$ cat config.mk
export PLATFORM = sky130hd
export DESIGN_NAME = cms_pix28_cmd_issuer
export DESIGN_NICKNAME = d
export VERILOG_FILES = /design/src/rtl/cms_pix28_cmd_issuer.sv
export SDC_FILE = /design/constraint.sdc
export NUM_CORES = 1
export LEC_CHECK = 0
export CORE_ASPECT_RATIO = 1.1
export CORE_UTILIZATION = 49
export CTS_BUF_LIST = sky130_fd_sc_hd__clkbuf_8
export CTS_CLUSTER_DIAMETER = 100
export DETAILED_ROUTE_END_ITERATION = 10
export GPL_TIMING_DRIVEN = 1
export PLACE_DENSITY = 0.88
export SETUP_SLACK_MARGIN = 0.1
export SKIP_LAST_GASP = 1
export SYNTH_ARGS = -nofsm -noshare
export SYNTH_HDL_FRONTEND = slang
export SYNTH_SLANG_ARGS = --single-unit
$ cat constraint.sdc
create_clock -name fw_axi_clk -period 3.8 [get_ports fw_axi_clk]
set_clock_uncertainty 0.05 [all_clocks]
set_input_delay 1.14 -clock fw_axi_clk [delete_from_list [all_inputs] [get_ports fw_axi_clk]]
set_output_delay 1.14 -clock fw_axi_clk [all_outputs]
set_load 0.005 [all_outputs]
$ cat src/rtl/cms_pix28_cmd_issuer.sv
// Host-side command issuer for the CMS pix28 firmware: formats one command word per
// request, hands it over valid/ready, polls the firmware status word and answers once.
`timescale 1ns/1ps
module cms_pix28_cmd_issuer #(
  parameter int FW_IP          = 1,
  parameter int TIMEOUT_CYCLES = 1048576,
  parameter bit AUTO_CLEAR     = 1'b1
) (
  input  logic        fw_axi_clk,
  input  logic        fw_rst,
  input  logic        req_valid,
  output logic        req_ready,
  input  logic [3:0]  req_device_id,
  input  logic [3:0]  req_op_code,
  input  logic [23:0] req_body,
  input  logic        req_wait_test,
  output logic [31:0] cmd_word,
  output logic        cmd_valid,
  input  logic        cmd_ready,
  input  logic [31:0] fw_status,
  output logic        rsp_valid,
  output logic [1:0]  rsp_code,
  output logic        busy,
  output logic [2:0]  dbg_state
);

  // Handshakes: a transfer happens on a rising clock edge where valid && ready are both
  // high; valid never drops and the payload never changes while waiting for ready.

  typedef enum logic [2:0] {
    S_IDLE        = 3'd0,
    S_ISSUE       = 3'd1,
    S_WAIT_ACK    = 3'd2,
    S_WAIT_TEST   = 3'd3,
    S_CLEAR_ISSUE = 3'd4,
    S_RESP        = 3'd5
  } state_t;

  localparam logic [3:0]  OP_NOOP      = 4'h0;
  localparam logic [3:0]  OP_CLEAR     = 4'hE;
  localparam logic [3:0]  OP_W_EXECUTE = 4'hF;
  localparam logic [1:0]  RSP_OK       = 2'd0;
  localparam logic [1:0]  RSP_ERR_CFG  = 2'd1;
  localparam logic [1:0]  RSP_TIMEOUT  = 2'd2;
  localparam logic [1:0]  RSP_BAD_ARG  = 2'd3;
  localparam logic [23:0] TMO_LAST     = 24'(TIMEOUT_CYCLES - 1);

  state_t      r_state;
  state_t      w_next;
  logic [31:0] r_cmd_word;
  logic [3:0]  r_op;
  logic        r_wait_test;
  logic [3:0]  r_test_num;
  logic [1:0]  r_rsp_code;
  logic [23:0] r_timer;

  logic [3:0]  w_req_test;
  logic        w_onehot;
  logic        w_bad_arg;
  logic        w_has_ack;
  logic [3:0]  w_ack_idx;
  logic        w_ack_hit;
  logic        w_test_hit;
  logic        w_tmo;
  logic        w_accept;
  logic        w_enter_clear;
  logic        w_code_en;
  logic [1:0]  w_code;
  logic        w_timer_clr;

  assign w_req_test = (FW_IP == 1) ? req_body[17:14] : req_body[15:12];
  assign w_onehot   = (w_req_test != 4'd0) && ((w_req_test & (w_req_test - 4'd1)) == 4'd0);
  assign w_bad_arg  = (req_op_code == OP_W_EXECUTE) && req_wait_test && !w_onehot;

  // Op codes 1..13 acknowledge on status bit op-1; execute uses bit 13.
  always_comb begin
    w_has_ack = 1'b1;
    w_ack_idx = 4'd0;
    case (r_op)
      OP_NOOP, OP_CLEAR: w_has_ack = 1'b0;
      OP_W_EXECUTE:      w_ack_idx = 4'd13;
      default:           w_ack_idx = r_op - 4'd1;
    endcase
  end

  assign w_ack_hit  = fw_status[w_ack_idx];
  // Test number is one-hot, so its bit i lines up with done bit 14+i.
  assign w_test_hit = |(r_test_num & fw_status[17:14]);
  assign w_tmo      = (r_timer == TMO_LAST);

  always_ff @(posedge fw_axi_clk or posedge fw_rst) begin
    if (fw_rst) r_state <= S_IDLE;
    else        r_state <= w_next;
  end

  always_comb begin
    w_next        = r_state;
    w_accept      = 1'b0;
    w_enter_clear = 1'b0;
    w_code_en     = 1'b0;
    w_code        = RSP_OK;
    w_timer_clr   = 1'b0;
    case (r_state)
      S_IDLE: begin
        if (req_valid) begin
          w_accept = 1'b1;
          if (w_bad_arg) begin
            w_next    = S_RESP;
            w_code_en = 1'b1;
            w_code    = RSP_BAD_ARG;
          end else begin
            w_next = S_ISSUE;
          end
        end
      end
      S_ISSUE: begin
        if (cmd_ready) begin
          if (!w_has_ack) begin
            w_next    = S_RESP;
            w_code_en = 1'b1;
            w_code    = RSP_OK;
          end else begin
            w_next      = S_WAIT_ACK;
            w_timer_clr = 1'b1;
          end
        end
      end
      S_WAIT_ACK: begin
        if (w_ack_hit) begin
          if ((r_op == OP_W_EXECUTE) && r_wait_test) begin
            w_next      = S_WAIT_TEST;
            w_timer_clr = 1'b1;
          end else begin
            w_next        = S_CLEAR_ISSUE;
            w_enter_clear = 1'b1;
            w_code_en     = 1'b1;
            w_code        = RSP_OK;
          end
        end else if (w_tmo) begin
          w_next        = S_CLEAR_ISSUE;
          w_enter_clear = 1'b1;
          w_code_en     = 1'b1;
          w_code        = RSP_TIMEOUT;
        end
      end
      S_WAIT_TEST: begin
        if (fw_status[31] || w_test_hit || w_tmo) begin
          w_next        = S_CLEAR_ISSUE;
          w_enter_clear = 1'b1;
          w_code_en     = 1'b1;
          if (fw_status[31])   w_code = RSP_ERR_CFG;
          else if (w_test_hit) w_code = RSP_OK;
          else                 w_code = RSP_TIMEOUT;
        end
      end
      S_CLEAR_ISSUE: begin
        if (!AUTO_CLEAR || cmd_ready) w_next = S_RESP;
      end
      S_RESP:  w_next = S_IDLE;
      default: w_next = S_IDLE;
    endcase
  end

  always_ff @(posedge fw_axi_clk or posedge fw_rst) begin
    if (fw_rst) begin
      r_cmd_word  <= 32'd0;
      r_op        <= 4'd0;
      r_wait_test <= 1'b0;
      r_test_num  <= 4'd0;
      r_rsp_code  <= 2'd0;
      r_timer     <= 24'd0;
    end else begin
      if (w_accept) begin
        r_cmd_word  <= {req_device_id, req_op_code, req_body};
        r_op        <= req_op_code;
        r_wait_test <= req_wait_test;
        r_test_num  <= w_req_test;
      end else if (w_enter_clear && AUTO_CLEAR) begin
        r_cmd_word <= {r_cmd_word[31:28], OP_CLEAR, 24'h0};
      end
      if (w_code_en) r_rsp_code <= w_code;
      if (w_timer_clr)
        r_timer <= 24'd0;
      else if ((r_state == S_WAIT_ACK) || (r_state == S_WAIT_TEST))
        r_timer <= r_timer + 24'd1;
    end
  end

  assign cmd_word  = r_cmd_word;
  assign cmd_valid = (r_state == S_ISSUE) || (AUTO_CLEAR && (r_state == S_CLEAR_ISSUE));
  assign rsp_valid = (r_state == S_RESP);
  assign rsp_code  = r_rsp_code;
  assign req_ready = (r_state == S_IDLE);
  assign busy      = (r_state != S_IDLE);
  assign dbg_state = r_state;

endmodule

### Yosys cells after proc, flatten, opt, wreduce, memory -nomap -nowiden

Index checks and enable logic that the tools add are counted.

* register bits: 70
* logic and storage cells: 89
* output and inout bits: 41
* bits of input ports: 69

* reduce and logical (&&, ||, !) cells: 19
* mux-type cells: 42
* add/sub/neg operators: 3
* equal/unequal tests: 14
* bitwise gates (word level): 2
* magnitude comparators: 1

Operator list (number)
* $mux 24: 2
* $mux 32: 1
* $mux 28: 1
* $mux 3: 9
* $add 24x1->24 const B: 1
* $eq 24x20->1 const B: 1
* $mux 1: 15
* $pmux 3 s5: 1
* $mux 2: 7
* $eq 4x4->1 const B: 3
* $and 4x4->4: 2
* $logic_not 4->1: 2
* $ne 2x2->1 const B: 4
* $pmux 4 s2: 1
* $sub 4x1->4 const B: 2
* $eq 3x2->1 const B: 2
* $eq 3x3->1 const B: 2
* $lt 4x6->1 const B: 1
* $pmux 2 s3: 1
* $reduce_and 5->1: 1
* $bmux 1 s4: 1
* $logic_and 1x1->1: 4
* $logic_or 1x1->1: 4
* $pmux 1 s2: 2
* 10 further kinds: 11

### Logic depth before layout (Yosys ltp)

* depth in word-level cells: 9
* mapped depth: 11
* gate-level depth less buffers: 9

### Least setup slack after synthesis

OpenSTA, ideal clock, no wires.

* path type: reg2reg
* start: register r_op[0]
* end: register r_cmd_word[0] (netlist: cmd_word[0])
* setup time: 0.073 ns
* stages on the path, launching flop included: 12
* path buffers: 2
* arrival time: 2.847 ns
* slack: 0.830 ns
* period minus slack after synthesis: 2.970 ns
* data required time: 3.677 ns
* cell sequence: dfrtp_1 inv_1 ha_1 o211a_1 nor3_4 mux2_2 mux4_2 o221ai_2 a221oi_2 buf_6 buf_6 a21oi_2

* word-level cells in the longest chain between the ends: 8
* elaborated cells between the ends (all ways): 13
* those cells by class: 1 x add/sub; 2 x eq/ne; 6 x mux; 4 x reduce/logical

Ends and longest elaborated chain
* from (decl): RTL line 51 `logic [3:0] r_op;`
* from (signal assigned): RTL line 175 `r_op <= req_op_code;`
* parallel branches: the longest is 5 deep, another holds $sub 4x1->4
* $mux 1 (*): RTL line 129 `if (w_ack_hit) begin`
* $pmux 1 s2 (*): RTL line 103 `case (r_state)`
* $reduce_bool 2->1 (no line) (*)
* to (signal assigned): RTL line 174 `r_cmd_word <= {req_device_id, req_op_code, req_body};`
* to (signal assigned): RTL line 179 `r_cmd_word <= {r_cmd_word[31:28], OP_CLEAR, 24'h0};`
* to (decl): RTL line 50 `logic [31:0] r_cmd_word;`

Every way passes the cells marked *. The select of a mux whose other input is x is not followed.
A chain may end at the register's enable or synchronous reset.

### Worst setup path after layout

* start: register r_op[0]
* end: register r_cmd_word[13] (netlist: cmd_word[13])

The elaborated chain is that of the path after synthesis.

==> results.json <==
{
  "outcome": "complete, but fails checks",
  "failed_checks": "DRC",
  "p_int_uw": 2230,
  "hold_viol": 0,
  "grt_pass1_wl_um": 15700,
  "cp.depth": 10,
  "leakage_uw": 0.00215,
  "period_needed_ns": 3.47,
  "synth.distinct_cells": 48,
  "diodes": 0,
  "antenna_found_initial": 0,
  "clk_path_buf_depth": 2,
  "synth-async-reset-ratio_pct": 100,
  "ys.flop_type": "dfrtp_1",
  "ctsResizeCount": 0,
  "fp.dieArea_um2": 7740,
  "cp-end-kind": "flop",
  "worst_path_largest_cell_delay_ns": 0.57,
  "grt_max_degree": 71,
  "cts_made_buffers": 9,
  "arrival_ns": 3.68,
  "setup-tns-final_ns": 0,
  "dp_hpwl_um": 6240,
  "ant_nets": 0,
  "power_frac_seq_pct": 33.9,
  "holdPathStages": 2,
  "avgSynthCellArea_um2": 9.14,
  "die_width_um": 84.0,
  "crit_chain": "inv_1 -> ha_1 -> o211a_1 -> nor3_4 -> mux2_1 -> mux4_2 -> o221ai_2 -> a221oi_4 -> buf_4 -> a21oi_1",
  "synth_area_um2": 3620,
  "firstDrtPassIters": 7,
  "synthCells": 396,
  "p_per_area_nw_per_um2": 752,
  "ff_latch_area_um2": 1750,
  "slew_headroom_pct": 41.9,
  "drcViolationCount": 4,
  "crit_type": "flop to flop",
  "worst_pin_slew_ns": 0.872,
  "maxCapViolations": 0,
  "setup_viol": 0,
  "startpoint_type": "flop",
  "clkPwrFrac_pct": 17.2,
  "power.switching_uw": 1430,
  "drv_slew": 0,
  "rsz0062_at_grt": "no",
  "ys_ff_latch": 70,
  "final_net_count": 565,
  "min_path_type": "flop to flop",
  "pwr-share-comb_pct": 48.9,
  "cts_root_buf": "clkbuf_8",
  "cts.htree.levels": 3,
  "cts.clk_slew.worst_paths_ns": 0.08,
  "drive_above_1_share_pct": 10.3,
  "grt-ovfl-total": 0,
  "p_sw_share_pct": 39.1,
  "grtUsageTotal_pct": 26.2,
  "clkSinkCount": 70,
  "fmax_mhz": 288,
  "multi_input_area_um2": 1760,
  "vias": 3272,
  "cp_top_family": "compound AO/OA/AOI/OAI gates",
  "first_iter_violations": 185,
  "seq_area_frac_synth_pct": 48.4,
  "ios": 110,
  "cp_num_buf_inv": 2,
  "routed_via_density": 5.63,
  "core-area_um2": 7090,
  "crit_fanout": 20,
  "cts_tree": "yes",
  "synth_edf_count": 0,
  "grt_pass1_vias": 3275,
  "wire_per_inst_um": 16.3,
  "cp.required_ns": 4.01,
  "gp_congestion": 0.958,
  "insertion_delay_ns": 0.35,
  "syn_to_final_growth_pct": 34.5,
  "stdcell_count": 581,
  "rows": 32,
  "port_buffers": 96,
  "numPlacedInstances": 563,
  "irDropWorstVdd_v": 0.000532,
  "routed_wirelength_um": 9480,
  "initial_core_util_pct": 51.1,
  "fillers": 507,
  "post-route-period-util_pct": 91.4,
  "synth_warnings": 0,
  "fp.dieH_um": 92.1,
  "synth_nets": 470,
  "ff2ff_path_depth": 10,
  "crit_slowest_cell": "mux4_2"
}
==> final timing paths <==
check / to / slack (ns) / start
setup / recovery: cmd_word[13] / 0.33 / r_op[0]
hold / removal: cmd_word[28] / 0.44 / cmd_word[28]
setup reg to reg: cmd_word[13] / 0.33 / r_op[0]
hold reg to reg: cmd_word[28] / 0.44 / cmd_word[28]
max in group asynchronous: r_timer[21] / 1.82 / fw_rst
min in group asynchronous: cmd_word[18] / 1.31 / fw_rst
==> cell usage in the layout (no fill, tap or decap), drive strengths merged, types with 8 or more instances in the layout <==
master	n
a21oi	32
clkbuf	10
clkdlybuf4s50	96
dfrtp	70
inv	9
mux2	8
nand2	106
nand4	10
nor2	33
o21ai	13
xor2	17
==> state kept, by name, indices dropped and copies added (netlist names) <==
name / flops
cmd_word: 32
r_timer: 24
r_op: 4
r_test_num: 4
dbg_state: 3
rsp_code: 2
r_wait_test: 1
==> metal layers <==
metal  GRT usage [%]  part of all wire, %
met4            12.2                  2.4
met2            43.5                   49
met5               0                    0
met3            6.57                  6.7
met1            32.0                   42
==> cells in the mapped netlist (all sizes together), types with 4 or more instances <==
cell    count  share of area, %
a21oi      32               5.6
and2        5              0.86
and3        6               1.0
buf         6               1.2
clkbuf     13               1.3
dfrtp      70                48
ha          5               1.7
inv         8              0.83
mux2        8               2.5
nand2     106                11
nand2b      4              0.69
nand3       7              0.97
nand4      10               1.7
nor2       33               3.4
nor3        6               1.1
o21ai      13               1.8
xnor2       7               1.7
xor2       17               4.1
==> logic make-up (layout without fill, tap and decap cells) <==
logic type | Yosys count | in the layout | synth area share (%)
mux | 10 | 10 | 3.73
fa+ha+maj | 5 | 5 | 1.73
buf+inv | 27 | 127 | 3.35
compound gates | 64 | 64 | 12.0
simple gates | 196 | 196 | 25.0
flops | 70 | 70 | 48.4
xor+xnor | 24 | 24 | 5.81
==> timing repair <==
action / in CTS / in global routing
hold buffers: 0 / 0
buffers inserted: 0 / 2
setup endpoints to repair: 0 / 20
==> power groups by stage <==
| stage | sequential, µW | combinational (µW) | clock (µW) |
|---|---|---|---|
| after floorplan | 1170 | 1100 | 0 |
| after global placement | 1230 | 1680 | 0 |
| after detailed placement | 1240 | 1740 | 0 |
| after CTS | 1240 | 1780 | 631 |
| after global routing | 1280 | 1960 | 665 |
| final | 1240 | 1790 | 631 |
==> worst reg2reg max path, stage by stage, from the launching register on <==
cell	delay, ns
dfrtp_1	0.45
inv_1	0.13
ha_1	0.28
o211a_1	0.27
nor3_4	0.31
mux2_1	0.37
mux4_2	0.57
o221ai_2	0.36
a221oi_4	0.13
buf_4	0.26
a21oi_1	0.19
==> metrics by stage <==
step	total power (µW)	setup WS (ns)	cell area [µm²]	hold WS, ns	utilization [%]
after floorplan	2270	0.830	3620	0.395	-
after global placement	2910	0.197	4650	0.412	65.6
after detailed placement	2980	0.132	4650	0.416	65.6
after CTS	3640	0.174	4850	0.446	68.5
after global routing	3910	0.185	4870	0.472	68.7
final	3660	0.326	4870	0.444	68.7
==> layout make-up <==
type | count | share of cell area [%]
Timing Repair Buffer | 103 | 20.8
Clock inverter | 6 | 1.41
Clock buffer | 10 | 2.83
Inverter | 8 | 0.617
Multi-Input combinational cell | 299 | 36.2
Tap cell | 85 | 2.18
Sequential cell | 70 | 36.0
Note: power is estimated with default switching activity, not from simulation.
